==> src/rtl/sa_xaddr_channel_pkg.sv <==
// Shared definitions for the slave-side address arbiter and the response dispatcher.
// The slave-port ID is always {mst_idx, mst_id}: the master index sits in the MSBs.
package sa_xaddr_channel_pkg;

    localparam int unsigned DEF_MST_AMT         = 2;
    localparam int unsigned DEF_OUTSTANDING_AMT = 8;
    localparam int unsigned DEF_TRANS_MST_ID_W  = 5;

    // Width of a master index; a single master still needs one bit to carry it.
    function automatic int unsigned mstIdWidth(input int unsigned mstAmt);
        return (mstAmt > 1) ? $clog2(mstAmt) : 1;
    endfunction

    function automatic int unsigned slvIdWidth(input int unsigned transMstIdW,
                                               input int unsigned mstAmt);
        return transMstIdW + mstIdWidth(mstAmt);
    endfunction

endpackage

==> src/rtl/fifo.sv <==
// Generic synchronous FIFO; head is visible combinationally, push/pop ignored when full/empty.
module fifo #(
    parameter int unsigned WIDTH = 8,
    parameter int unsigned DEPTH = 8
) (
    input  logic             ACLK_i,
    input  logic             ARESETn_i,
    input  logic             push_i,
    input  logic [WIDTH-1:0] pushData_i,
    input  logic             pop_i,
    output logic [WIDTH-1:0] head_o,
    output logic             empty_o,
    output logic             full_o
);

    localparam int unsigned PTR_W = (DEPTH > 1) ? $clog2(DEPTH) : 1;
    localparam int unsigned CNT_W = $clog2(DEPTH + 1);

    logic [WIDTH-1:0] mem [DEPTH];
    logic [PTR_W-1:0] wrPtrQ, rdPtrQ;
    logic [CNT_W-1:0] cntQ;
    logic             doPush, doPop;

    function automatic logic [PTR_W-1:0] nextPtr(input logic [PTR_W-1:0] p);
        return (p == PTR_W'(DEPTH - 1)) ? '0 : p + 1'b1;
    endfunction

    assign empty_o = (cntQ == '0);
    assign full_o  = (cntQ == CNT_W'(DEPTH));
    assign doPush  = push_i & ~full_o;
    assign doPop   = pop_i & ~empty_o;
    assign head_o  = mem[rdPtrQ];

    always_ff @(posedge ACLK_i) begin
        if (doPush) begin
            mem[wrPtrQ] <= pushData_i;
        end
    end

    always_ff @(posedge ACLK_i or negedge ARESETn_i) begin
        if (!ARESETn_i) begin
            wrPtrQ <= '0;
            rdPtrQ <= '0;
            cntQ   <= '0;
        end else begin
            if (doPush) wrPtrQ <= nextPtr(wrPtrQ);
            if (doPop)  rdPtrQ <= nextPtr(rdPtrQ);
            unique case ({doPush, doPop})
                2'b10:   cntQ <= cntQ + 1'b1;
                2'b01:   cntQ <= cntQ - 1'b1;
                default: cntQ <= cntQ;
            endcase
        end
    end

endmodule

==> src/rtl/sa_xaddr_channel_rr_arbiter.sv <==
// Combinational round-robin arbiter: search starts at ptr and wraps; grant gated by en.
module sa_xaddr_channel_rr_arbiter #(
    parameter int unsigned REQ_AMT = 2,
    parameter int unsigned IDX_W   = 1
) (
    input  logic [REQ_AMT-1:0] req_i,
    input  logic [IDX_W-1:0]   ptr_i,
    input  logic               en_i,
    output logic [REQ_AMT-1:0] gnt_o,
    output logic [IDX_W-1:0]   gntIdx_o
);

    logic             found;
    logic [IDX_W-1:0] candIdx;

    always_comb begin
        gnt_o    = '0;
        gntIdx_o = '0;
        found    = 1'b0;
        candIdx  = '0;
        for (int unsigned off = 0; off < REQ_AMT; off++) begin
            candIdx = IDX_W'((32'(ptr_i) + off) % REQ_AMT);
            if (!found && req_i[candIdx]) begin
                found    = 1'b1;
                gntIdx_o = candIdx;
            end
        end
        if (en_i && found) begin
            gnt_o[gntIdx_o] = 1'b1;
        end
    end

endmodule

==> src/rtl/sa_xaddr_channel.sv <==
// Slave-side address channel: round-robin over master dispatchers into a one-deep stage,
// with an order FIFO telling the xDATA arbiter which master owns the current burst.
module sa_xaddr_channel
    import sa_xaddr_channel_pkg::*;
#(
    parameter int unsigned MST_AMT           = DEF_MST_AMT,
    parameter int unsigned OUTSTANDING_AMT   = DEF_OUTSTANDING_AMT,
    parameter int unsigned ADDR_WIDTH        = 32,
    parameter int unsigned TRANS_MST_ID_W    = DEF_TRANS_MST_ID_W,
    parameter int unsigned TRANS_BURST_W     = 2,
    parameter int unsigned TRANS_DATA_LEN_W  = 3,
    parameter int unsigned TRANS_DATA_SIZE_W = 3,
    parameter int unsigned MST_ID_W          = mstIdWidth(MST_AMT),
    parameter int unsigned TRANS_SLV_ID_W    = TRANS_MST_ID_W + MST_ID_W
) (
    input  logic                                  ACLK_i,
    input  logic                                  ARESETn_i,
    input  logic [TRANS_MST_ID_W*MST_AMT-1:0]     dsp_AxID_i,
    input  logic [ADDR_WIDTH*MST_AMT-1:0]         dsp_AxADDR_i,
    input  logic [TRANS_BURST_W*MST_AMT-1:0]      dsp_AxBURST_i,
    input  logic [TRANS_DATA_LEN_W*MST_AMT-1:0]   dsp_AxLEN_i,
    input  logic [TRANS_DATA_SIZE_W*MST_AMT-1:0]  dsp_AxSIZE_i,
    input  logic [MST_AMT-1:0]                    dsp_AxVALID_i,
    input  logic [MST_AMT-1:0]                    dsp_Ax_outst_full_i,
    output logic [MST_AMT-1:0]                    dsp_AxREADY_o,
    output logic [TRANS_SLV_ID_W-1:0]             s_AxID_o,
    output logic [ADDR_WIDTH-1:0]                 s_AxADDR_o,
    output logic [TRANS_BURST_W-1:0]              s_AxBURST_o,
    output logic [TRANS_DATA_LEN_W-1:0]           s_AxLEN_o,
    output logic [TRANS_DATA_SIZE_W-1:0]          s_AxSIZE_o,
    output logic                                  s_AxVALID_o,
    input  logic                                  s_AxREADY_i,
    input  logic                                  s_xVALID_i,
    input  logic                                  s_xREADY_i,
    output logic [MST_ID_W-1:0]                   sa_xDATA_mst_id_o,
    output logic                                  sa_xDATA_disable_o
);

    localparam int unsigned ORD_W = MST_ID_W + TRANS_DATA_LEN_W;

    logic [MST_AMT-1:0]           req;
    logic [MST_AMT-1:0]           gnt;
    logic [MST_ID_W-1:0]          gntIdx;
    logic [MST_ID_W-1:0]          rrPtrQ, rrPtrD;
    logic                         stageFree, gntEn;
    logic                         fifoFull, fifoEmpty;
    logic [ORD_W-1:0]             fifoHead;
    logic [TRANS_DATA_LEN_W-1:0]  headLen;
    logic [TRANS_DATA_LEN_W-1:0]  beatCntQ;
    logic                         beat, last;

    logic [TRANS_MST_ID_W-1:0]    selId;
    logic [ADDR_WIDTH-1:0]        selAddr;
    logic [TRANS_BURST_W-1:0]     selBurst;
    logic [TRANS_DATA_LEN_W-1:0]  selLen;
    logic [TRANS_DATA_SIZE_W-1:0] selSize;

    assign req       = dsp_AxVALID_i & ~dsp_Ax_outst_full_i;
    assign stageFree = ~s_AxVALID_o | s_AxREADY_i;
    // A full order FIFO blocks grants even if it pops this cycle; reset also forces ready low.
    assign gntEn     = ARESETn_i & stageFree & ~fifoFull & (|req);
    assign dsp_AxREADY_o = gnt;

    sa_xaddr_channel_rr_arbiter #(
        .REQ_AMT (MST_AMT),
        .IDX_W   (MST_ID_W)
    ) u_arb (
        .req_i    (req),
        .ptr_i    (rrPtrQ),
        .en_i     (gntEn),
        .gnt_o    (gnt),
        .gntIdx_o (gntIdx)
    );

    always_comb begin
        selId    = '0;
        selAddr  = '0;
        selBurst = '0;
        selLen   = '0;
        selSize  = '0;
        for (int unsigned m = 0; m < MST_AMT; m++) begin
            if (MST_ID_W'(m) == gntIdx) begin
                selId    = dsp_AxID_i[m*TRANS_MST_ID_W +: TRANS_MST_ID_W];
                selAddr  = dsp_AxADDR_i[m*ADDR_WIDTH +: ADDR_WIDTH];
                selBurst = dsp_AxBURST_i[m*TRANS_BURST_W +: TRANS_BURST_W];
                selLen   = dsp_AxLEN_i[m*TRANS_DATA_LEN_W +: TRANS_DATA_LEN_W];
                selSize  = dsp_AxSIZE_i[m*TRANS_DATA_SIZE_W +: TRANS_DATA_SIZE_W];
            end
        end
    end

    assign rrPtrD = (gntIdx == MST_ID_W'(MST_AMT - 1)) ? '0 : gntIdx + 1'b1;

    always_ff @(posedge ACLK_i or negedge ARESETn_i) begin
        if (!ARESETn_i) begin
            s_AxVALID_o <= 1'b0;
            s_AxID_o    <= '0;
            s_AxADDR_o  <= '0;
            s_AxBURST_o <= '0;
            s_AxLEN_o   <= '0;
            s_AxSIZE_o  <= '0;
            rrPtrQ      <= '0;
        end else if (gntEn) begin
            s_AxVALID_o <= 1'b1;
            s_AxID_o    <= {gntIdx, selId};
            s_AxADDR_o  <= selAddr;
            s_AxBURST_o <= selBurst;
            s_AxLEN_o   <= selLen;
            s_AxSIZE_o  <= selSize;
            rrPtrQ      <= rrPtrD;
        end else if (s_AxREADY_i) begin
            s_AxVALID_o <= 1'b0;
        end
    end

    fifo #(
        .WIDTH (ORD_W),
        .DEPTH (OUTSTANDING_AMT)
    ) u_order_fifo (
        .ACLK_i     (ACLK_i),
        .ARESETn_i  (ARESETn_i),
        .push_i     (gntEn),
        .pushData_i ({gntIdx, selLen}),
        .pop_i      (last),
        .head_o     (fifoHead),
        .empty_o    (fifoEmpty),
        .full_o     (fifoFull)
    );

    assign headLen = fifoHead[TRANS_DATA_LEN_W-1:0];
    assign beat    = s_xVALID_i & s_xREADY_i;
    assign last    = beat & ~fifoEmpty & (beatCntQ == headLen);

    always_ff @(posedge ACLK_i or negedge ARESETn_i) begin
        if (!ARESETn_i) begin
            beatCntQ <= '0;
        end else if (last) begin
            beatCntQ <= '0;
        end else if (beat && !fifoEmpty) begin
            beatCntQ <= beatCntQ + 1'b1;
        end
    end

    // Head storage is uninitialised after reset, so the index is forced to 0 while empty.
    assign sa_xDATA_mst_id_o  = fifoEmpty ? '0 : fifoHead[ORD_W-1 -: MST_ID_W];
    assign sa_xDATA_disable_o = fifoEmpty;

`ifndef SYNTHESIS
    beatWithoutOwner: assert property (@(posedge ACLK_i) disable iff (!ARESETn_i)
                                       !(beat && fifoEmpty))
        else $error("data beat while order fifo is empty");
`endif

endmodule

==> config.mk <==
export PLATFORM = sky130hd
export DESIGN_NAME = sa_xaddr_channel
export DESIGN_NICKNAME = d
export VERILOG_FILES = /design/src/rtl/sa_xaddr_channel_pkg.sv /design/src/rtl/fifo.sv /design/src/rtl/sa_xaddr_channel_rr_arbiter.sv /design/src/rtl/sa_xaddr_channel.sv
export SDC_FILE = /design/constraint.sdc
export NUM_CORES = 1
export LEC_CHECK = 0
export ABC_AREA = 0
export BUFFER_PORTS_ARGS = -buffer_cell sky130_fd_sc_hd__buf_2
export CORE_MARGIN = 2
export CORE_UTILIZATION = 50
export CTS_CLUSTER_DIAMETER = 100
export DETAILED_ROUTE_END_ITERATION = 6
export PLACE_DENSITY = 0.91
export SLEW_MARGIN = 20
export SYNTH_ARGS = -nofsm -noshare
export SYNTH_HDL_FRONTEND = slang
export SYNTH_SLANG_ARGS = --single-unit
export TNS_END_PERCENT = 5
==> constraint.sdc <==
create_clock -name ACLK_i -period 3.6 [get_ports ACLK_i]
set_clock_uncertainty 0.05 [all_clocks]
set_input_delay 0.72 -clock ACLK_i [delete_from_list [all_inputs] [get_ports ACLK_i]]
set_output_delay 0.72 -clock ACLK_i [all_outputs]
set_load 0.02 [all_outputs]
==> flow_summary.yaml, run 1 <==
outcome:
  status: "finished, final reports clean"
job:
  cap_violations: 0
layout:
  final-seq-area_mm2: 0.00249
  drive_gt1_share_pct: 38.2
  final_core_utilization_pct: 64.3
  fin_cells: 597
  design_area_mm2: 0.00529
  nNetsFinal: 594
  mostFrequentLayoutCells: "buf_2, dfrtp_1, mux2i_1"
  syn2layout_area_growth_pct: 24.9
  antennaDiodeCount: 0
  multi_input_area_mm2: 0.00166
  fillers: 644
  layout_commonest_cell: "buf_2"
clocking:
  cts_sinks: 93
  cts.reportedPaths.clkPinSlew_ps: 90
  cts_tree: "done"
  cts.repair.resized: 0
  cts_inserted_buffers: 9
  htree_num_levels: 3
  cts_setup_buffers: 0
  clockBufferDepth: 2
  cts_root_buf: "clkbuf_8"
  postCtsHoldBufs: 0
  clk_latency_ps: 350
critical_path:
  startpoint: "u_order_fifo.rdPtrQ[1]"
  cp.arrival_ps: 3490
  worst_ep_required_time_ps: 3780
  end_kind: "flop"
  setup.worst_path.start_class: "flop"
  crit_path_max_fanout: 13
  r2r-start: "u_order_fifo.rdPtrQ[1]"
  r2r_setup_slack_ps: 290
  worstSetupPathType: "reg2reg"
sta:
  fin_tns_setup_ps: 0
  maxSlewViolCount: 0
  tightest_slew_ps: 882
  rsz0062_at_grt: "false"
  max_clock_freq_mhz: 302
  setup_violations: 0
  fin_crit_sh_pct: 91.9
  min_period_ps: 3310
  relSlewSlack_pct: 40.7
  hold_violations: 0
  hold-worst-slack_ps: 430
worst_hold_path:
  hold_start: "s_AxID_o[2]"
  holdCritPathClass: "reg2reg"
global_route:
  grtUsageTotal_pct: 21.2
  first_global_vias: 3180
  grt_max_degree: 62
  grt_overflow_total: 0
  grt_pass1_wl_um: 14700
  grt_antenna_before_repair: 0
logic_synthesis:
  synth_seq_cells: 93
  synthAdderAreaFrac_pct: 2.37
  syn_inst: 340
  syn_nets: 447
  synth_top_area_cell: "dfrtp_1"
  synth_xor_area_share_pct: 1.86
  synthMuxAreaShare_pct: 19.1
  post_synth.cell_area_avg_um2: 12.4
  synthSimpleGateAreaFrac_pct: 8.31
  synth_top_family_by_area: "multiplexers"
  synth.cell_area_mm2: 0.00423
  yosysTopAreaCellShare_pct: 36.1
  synth-compound-area-share_pct: 6.80
  yosysUniqueCellTypes: 32
  yosysSeqAreaShare_pct: 58.8
  synth_area_leaders: "dfrtp_1, edfxtp_1, mux2i_1, o21ai_0, nand2_1"
  yosysWarningCount: 0
floorplan:
  dieArea_mm2: 0.00921
  initial_core_util_pct: 51.5
  coreArea_mm2: 0.00822
  num_rows: 33
  ios: 150
  fp.dieW_um: 96.0
  die_y_um: 96.0
placement:
  gp_congestion: 0.821
  hpwl_um: 6970
  dp.cells: 581
  io_buffers: 149
  place_area_mm2: 0.00509
detailed_routing:
  drt-pass1-iter-count: 4
  num_vias: 3073
  ant_nets: 0
  drc: 0
  drt-wirelength-per-cell_um: 15.3
  initialDrtViolationCount: 189
  wirelength_um: 9130
  via_per_inst: 5.15
power:
  p_leak_nw: 2.49
  powerDensity_mw_per_mm2: 625
  ir_drop_mv: 0.268
routing by layer:
layer	global-route usage, %	routed length, µm	up-vias
li1	-	-	1496
met1	24.9	3570	1452
met2	37.3	4850	105
met3	3.84	438	20
met4	10.4	263	0
met5	0	0	-
through the flow:
step / total power [mW] / worst slack, ps
2_1_floorplan: 2.27 / 416
3_3_place_gp: 2.56 / 529
3_5_place_dp: 2.64 / 297
4_1_cts: 3.34 / 279
5_1_grt: 3.51 / 46.7
6_report: 3.30 / 292
sequential cells by signal, indices dropped and copies added (netlist names), 2 cells and up:
signal,cells
u_order_fifo.wrPtrQ,3
u_order_fifo.mem,32
u_order_fifo.cntQ,4
u_order_fifo.rdPtrQ,3
s_AxSIZE_o,3
s_AxLEN_o,3
beatCntQ,3
s_AxADDR_o,32
s_AxBURST_o,2
s_AxID_o,6
worst paths after layout:
path,endpoint,cells past startpoint
setup / recovery,u_order_fifo.cntQ[2],11
hold / removal,s_AxID_o[2],2
setup reg to reg,u_order_fifo.cntQ[2],11
hold reg to reg,s_AxID_o[2],2
max in group asynchronous,s_AxADDR_o[30],2
min in group asynchronous,beatCntQ[0],2
critical path, stage by stage (launching register included):
cell and delay [ps]:
dfrtp_1 730, mux2i_1 160, mux4_2 500, xnor2_1 160
and4_1 440, ha_1 320, xor2_1 100, ha_1 190
a21oi_1 160, xor2_1 160, nor2_1 60, xor2_1 140
synthesized netlist by cell type (all sizes together):
| library cell | count |
|---|---|
| a21boi | 1 |
| a21o | 2 |
| a21oi | 3 |
| and4 | 1 |
| buf | 9 |
| clkbuf | 11 |
| dfrtp | 61 |
| edfxtp | 32 |
| ha | 8 |
| inv | 4 |
| mux2 | 11 |
| mux2i | 55 |
| mux4 | 5 |
| nand2 | 49 |
| nand2b | 5 |
| nand3b | 3 |
| nor2 | 10 |
| nor2b | 2 |
| nor3 | 6 |
| nor4 | 2 |
| o2111ai | 1 |
| o21ai | 47 |
| o22ai | 1 |
| or2 | 1 |
| or3 | 1 |
| xnor2 | 2 |
| xor2 | 7 |
report_power, final:
group	leakage, nW	internal, mW	switching [mW]	total (mW)
registers	1.04	1.33	0.229	1.55
clock network	0.104	0.325	0.367	0.692
logic	1.34	0.482	0.574	1.06
kinds of logic after synthesis:
| logic type | Yosys count |
|---|---|
| AND/OR/NAND/NOR | 80 |
| AO/OA/AOI/OAI | 55 |
| flip-flops | 93 |
| multiplexers | 71 |
| adder cells (fa/ha/maj) | 8 |
| XOR/XNOR | 9 |
| buffers and inverters | 24 |
final cells by class:
class                           count  area share (%)
Sequential cell                    93            47.1
Tap cell                          105            2.49
Multi-Input combinational cell    223            31.3
Clock inverter                      7            1.37
Timing Repair Buffer              156            15.1
Inverter                            4           0.284
Clock buffer                        9            2.34
Note: power is estimated with default switching activity, not from simulation.
==> run 2: changes to the inputs <==
Settings changed: CORE_UTILIZATION 50 to 40, PLACE_DENSITY 0.91 to 0.77.
==> run 2 against run 1 <==
  * Critical path depth unchanged
  * Non-clock buffer count is the same
  * Combinational power hardly changed
  * Wire length decreased by 3.7%
  * Global-route usage decreased by 5.1 points
  * Maximum frequency increased by 2.2%
  * Count of clock-buffer cells in the layout stayed put
  * Cell count rose by 5.2%
  * Sequential power hardly changed
==> flow_summary.yaml, run 2 (synthesis results as in run 1) <==
global_route:
  first_global_vias: 3000
  grtUsageTotal_pct: 16.1
  grt_overflow_total: 0
  grt_max_degree: 62
  grt_pass1_wl_um: 14500
  grt_antenna_before_repair: 0
detailed_routing:
  via_per_inst: 4.84
  routed.top_layer: "met4"
  drc: 0
  wl_met1_um: 3750
  dr_wl_met3_um: 425
  num_vias: 3042
  initialDrtViolationCount: 103
  drt-wirelength-per-cell_um: 14.0
  wirelength_um: 8800
  wl_met2_um: 4460
  drt-pass1-iter-count: 5
  ant_nets: 0
sta:
  relSlewSlack_pct: 37.4
  rsz0062_at_grt: "false"
  maxSlewViolCount: 0
  setup_violations: 0
  hold_violations: 0
  fin_crit_sh_pct: 89.9
  tightest_slew_ps: 930
  fin_tns_setup_ps: 0
  hold-worst-slack_ps: 433
  max_clock_freq_mhz: 309
  min_period_ps: 3240
worst_hold_path:
  holdPathStages: 2
  holdCritPathClass: "reg2reg"
  hold_start: "s_AxADDR_o[25]"
  min_to: "s_AxADDR_o[25]"
placement:
  hpwl_um: 6550
  dp.cells: 612
  place_area_mm2: 0.00513
  io_buffers: 149
  gp_congestion: 0.846
layout:
  layout_commonest_cell: "buf_2"
  fillers: 952
  mostFrequentLayoutCells: "buf_2, dfrtp_1, mux2i_1"
  reg.largest.list: "s_AxADDR_o x32, u_order_fifo.mem x32, s_AxID_o x6"
  syn2layout_area_growth_pct: 26.6
  fin_cells: 628
  design_area_mm2: 0.00535
  nNetsFinal: 594
  antennaDiodeCount: 0
  drive_gt1_share_pct: 38.2
clocking:
  cts_sinks: 93
  htree_num_levels: 3
  cts.repair.resized: 0
  clockBufferDepth: 2
  cts.reportedPaths.clkPinSlew_ps: 100
  cts_setup_buffers: 0
  cts_tree: "done"
  cts_root_buf: "clkbuf_8"
  clk_latency_ps: 350
  postCtsHoldBufs: 0
  cts_inserted_buffers: 9
critical_path:
  path_cells: "mux2i_1, mux4_2, xnor2_1, and4_1, ha_1, xor2_1, ha_1, a21oi_1, xor2_1, nor2_1, xor2_1"
  critPathSlowestCell: "dfrtp_1"
  r2r_setup_slack_ps: 360
  worst_ep_required_time_ps: 3780
  cp.arrival_ps: 3410
  r2r_end: "u_order_fifo.cntQ[2]"
  worstRegToRegCells: 11
  end_kind: "flop"
  crit_top_cell: "xor2_1"
  crit_path_max_fanout: 13
  critPathMaxStageDelay_ps: 720
  r2r-start: "u_order_fifo.rdPtrQ[1]"
  setup.worst_path.start_class: "flop"
  worstSetupPathType: "reg2reg"
floorplan:
  fp.dieW_um: 107
  die_y_um: 107
  num_rows: 37
  initial_core_util_pct: 41.2
  dieArea_mm2: 0.0114
  coreArea_mm2: 0.0103
  ios: 150
power:
  powerDensity_mw_per_mm2: 629
  ir_drop_mv: 0.257
  p_leak_nw: 2.50
job:
  cap_violations: 0
outcome:
  status: "finished, final reports clean"
-- run 2: power by group --
group	switching [mW]	internal, mW	total [mW]
registers	0.221	1.33	1.55
logic	0.564	0.482	1.05
clock network	0.375	0.402	0.776
-- run 2: cell type report --
cell class / count / area, µm² / area share (%)
well taps: 136 / 170 / 3.18
inverters: 4 / 15.0 / 0.280
multi-input cells: 223 / 1660 / 30.9
clock inverters: 7 / 103 / 1.92
clock buffers: 9 / 124 / 2.31
repair buffers: 156 / 798 / 14.9
flip-flops and latches: 93 / 2490 / 46.5
-- run 2: how the worst max path moves through the flow --
| stage | from | to | slack, ps | cells past startpoint |
|---|---|---|---|---|
| floorplan | u_order_fifo.cntQ[2] | u_order_fifo.cntQ[2] | 420 | 11 |
| global placement | u_order_fifo.rdPtrQ[1] | u_order_fifo.cntQ[2] | 500 | 10 |
| detailed placement | u_order_fifo.rdPtrQ[1] | u_order_fifo.cntQ[2] | 390 | 11 |
| CTS | u_order_fifo.rdPtrQ[1] | u_order_fifo.cntQ[2] | 370 | 11 |
| global route | u_order_fifo.rdPtrQ[1] | u_order_fifo.cntQ[2] | 120 | 10 |
| finish | u_order_fifo.rdPtrQ[1] | u_order_fifo.cntQ[2] | 360 | 11 |
-- run 2: worst max-delay path, delay by kind of cell (launching register included) --
family          cells  cell delay (ps)
flops               1              720
compound gates      1              140
fa+ha+maj           2              510
simple gates        2              500
xor+xnor            4              560
mux                 2              650
-- run 2: routing by layer --
metal | up-vias | global-route usage, %
li1 | 1504 | -
met1 | 1425 | 20.3
met2 | 100 | 27.2
met3 | 13 | 3.47
met4 | 0 | 6.49
met5 | - | 0
-- run 2: through the flow --
stage	total power, mW	setup WS (ps)	util, %
2_1_floorplan	2.27	416	-
3_3_place_gp	2.57	499	49.9
3_5_place_dp	2.62	394	49.9
4_1_cts	3.41	369	52.1
5_1_grt	3.59	118	52.1
6_report	3.37	364	52.1
==> run 3: changes to the inputs <==
Settings changed: CTS_BUF_LIST from default to sky130_fd_sc_hd__clkbuf_16.
==> run 3 against run 2 <==
  * Cell area is 1.9% higher
  * Combinational power hardly changed
  * Total power is 7.6% higher
  * Core utilization is 0.99 points higher
  * Global-route usage is 0.087 points higher
  * First-iteration DRC count is 23% higher
  * Sequential cell count stayed put
  * Count of clock-buffer cells in the layout stayed put
  * Worst setup slack better by 8.0 ps
  * Sequential share of layout area is 0.86 points lower
  * Die area stayed put
  * Register-to-register slack hardly changed
  * Critical path type unchanged
==> flow_summary.yaml, run 3 (synthesis results as in run 1) <==
critical_path:
  critPathSlowestCell: "dfrtp_1"
  crit_path_max_fanout: 13
  worst_ep_required_time_ps: 3760
  end_kind: "flop"
  worstRegToRegCells: 11
  worstSetupPathType: "reg2reg"
  cp.arrival_ps: 3390
  path_cells: "mux2i_1, mux4_2, xnor2_1, and4_1, ha_1, xor2_1, ha_1, a21oi_1, xor2_1, nor2_1, xor2_1"
  crit_top_cell: "xor2_1"
  critPathMaxStageDelay_ps: 720
  setup.worst_path.start_class: "flop"
power:
  power_frac_comb_pct: 28.8
  p_leak_nw: 2.54
  pwr-share-seq_pct: 42.8
  switchingPower_mw: 1.20
  ir_drop_mv: 0.266
  p_total_mw: 3.62
  intPower_mw: 2.43
  powerDensity_mw_per_mm2: 664
  switching_share_pct: 33.0
  p_clk_share_pct: 28.4
clocking:
  cts.repair.resized: 0
  cts_tree: "done"
  postCtsHoldBufs: 0
  clk_latency_ps: 340
  cts_root_buf: "clkbuf_16"
  cts_sinks: 93
  cts.reportedPaths.clkPinSlew_ps: 70
  clockBufferDepth: 2
  cts_inserted_buffers: 9
  htree_num_levels: 3
  cts_setup_buffers: 0
sta:
  maxSlewViolCount: 0
  setup_ws_ps: 372
  min_period_ps: 3230
  hold_violations: 0
  rsz0062_at_grt: "false"
  tightest_slew_ps: 961
  max_clock_freq_mhz: 310
  setup_violations: 0
  fin_crit_sh_pct: 89.7
  fin_tns_setup_ps: 0
  hold-worst-slack_ps: 427
  relSlewSlack_pct: 35.4
detailed_routing:
  num_vias: 3061
  ant_nets: 0
  wirelength_um: 8830
  initialDrtViolationCount: 127
  drc: 0
  drt-pass1-iter-count: 4
  via_per_inst: 4.87
  drt-wirelength-per-cell_um: 14.1
global_route:
  grtUsageTotal_pct: 16.2
  grt_antenna_before_repair: 0
  grt_pass1_wl_um: 14500
  grt_overflow_total: 0
  grt_max_degree: 62
  first_global_vias: 3011
layout:
  antennaDiodeCount: 0
  nNetsFinal: 594
  drive_gt1_share_pct: 38.2
  final-seq-area_mm2: 0.00249
  final_core_utilization_pct: 53.1
  fillers: 938
  reg.largest.list: "s_AxADDR_o x32, u_order_fifo.mem x32, s_AxID_o x6"
  multi_input_area_mm2: 0.00166
  mostFrequentLayoutCells: "buf_2, dfrtp_1, mux2i_1"
  layout_commonest_cell: "buf_2"
  syn2layout_area_growth_pct: 29.0
floorplan:
  num_rows: 37
  initial_core_util_pct: 41.2
  coreArea_mm2: 0.0103
  fp.dieW_um: 107
  die_y_um: 107
  dieArea_mm2: 0.0114
  ios: 150
worst_hold_path:
  holdCritPathClass: "reg2reg"
  holdPathStages: 2
job:
  cap_violations: 0
outcome:
  status: "finished, final reports clean"
placement:
  io_buffers: 149
  hpwl_um: 6550
  post-place-ws_ps: 394
  gp_congestion: 0.846
-- run 3: cell counts in the layout (fill, tap and decap cells not counted) --
No cell type changed its count.
-- run 3: final timing paths --
| kind | from | end | slack, ps |
|---|---|---|---|
| worst max register to register | u_order_fifo.rdPtrQ[1] | u_order_fifo.cntQ[2] | 370 |
| worst min-delay path | s_AxADDR_o[25] | s_AxADDR_o[25] | 430 |
| worst min register to register | s_AxADDR_o[25] | s_AxADDR_o[25] | 430 |
| worst max-delay path | u_order_fifo.rdPtrQ[1] | u_order_fifo.cntQ[2] | 370 |
| min in group asynchronous | ARESETn_i | u_order_fifo.rdPtrQ[1] | 540 |
| max in group asynchronous | ARESETn_i | u_order_fifo.wrPtrQ[2] | 2430 |
-- run 3: metrics by stage --
stage | instances | area, µm²
2_1_floorplan | 340 | 4230
3_3_place_gp | 612 | 5130
3_5_place_dp | 612 | 5130
4_1_cts | 628 | 5460
5_1_grt | 628 | 5460
6_report | 628 | 5460
-- run 3: layout make-up --
| cell class | instances | area share, % |
|---|---|---|
| Tap cell | 136 | 3.12 |
| Sequential cell | 93 | 45.6 |
| Timing Repair Buffer | 156 | 14.6 |
| Clock inverter | 7 | 1.88 |
| Multi-Input combinational cell | 223 | 30.4 |
| Inverter | 4 | 0.275 |
| Clock buffer | 9 | 4.13 |
-- run 3: power by group through the flow --
stage                     clock network (mW)  logic, mW  registers (mW)
after global placement                     0       1.02            1.55
after CTS                               1.05       1.06            1.55
final                                   1.03       1.04            1.55
after floorplan                            0      0.607            1.66
after global routing                    1.10       1.15            1.59
after detailed placement                   0       1.06            1.57
-- run 3: critical path: cells and delay by family, from the launching register on --
kind / cells / cell delay, ps
mux: 2 / 650
simple gates: 2 / 500
flops: 1 / 720
xor+xnor: 4 / 550
compound gates: 1 / 140
fa+ha+maj: 2 / 500
-- run 3: metal layers --
| metal | routed length (µm) | up-vias | global-route usage, % |
|---|---|---|---|
| li1 | - | 1509 | - |
| met1 | 3810 | 1438 | 20.2 |
| met2 | 4380 | 97 | 27.3 |
| met3 | 435 | 17 | 3.04 |
| met4 | 214 | 0 | 7.61 |
| met5 | 0 | - | 0 |
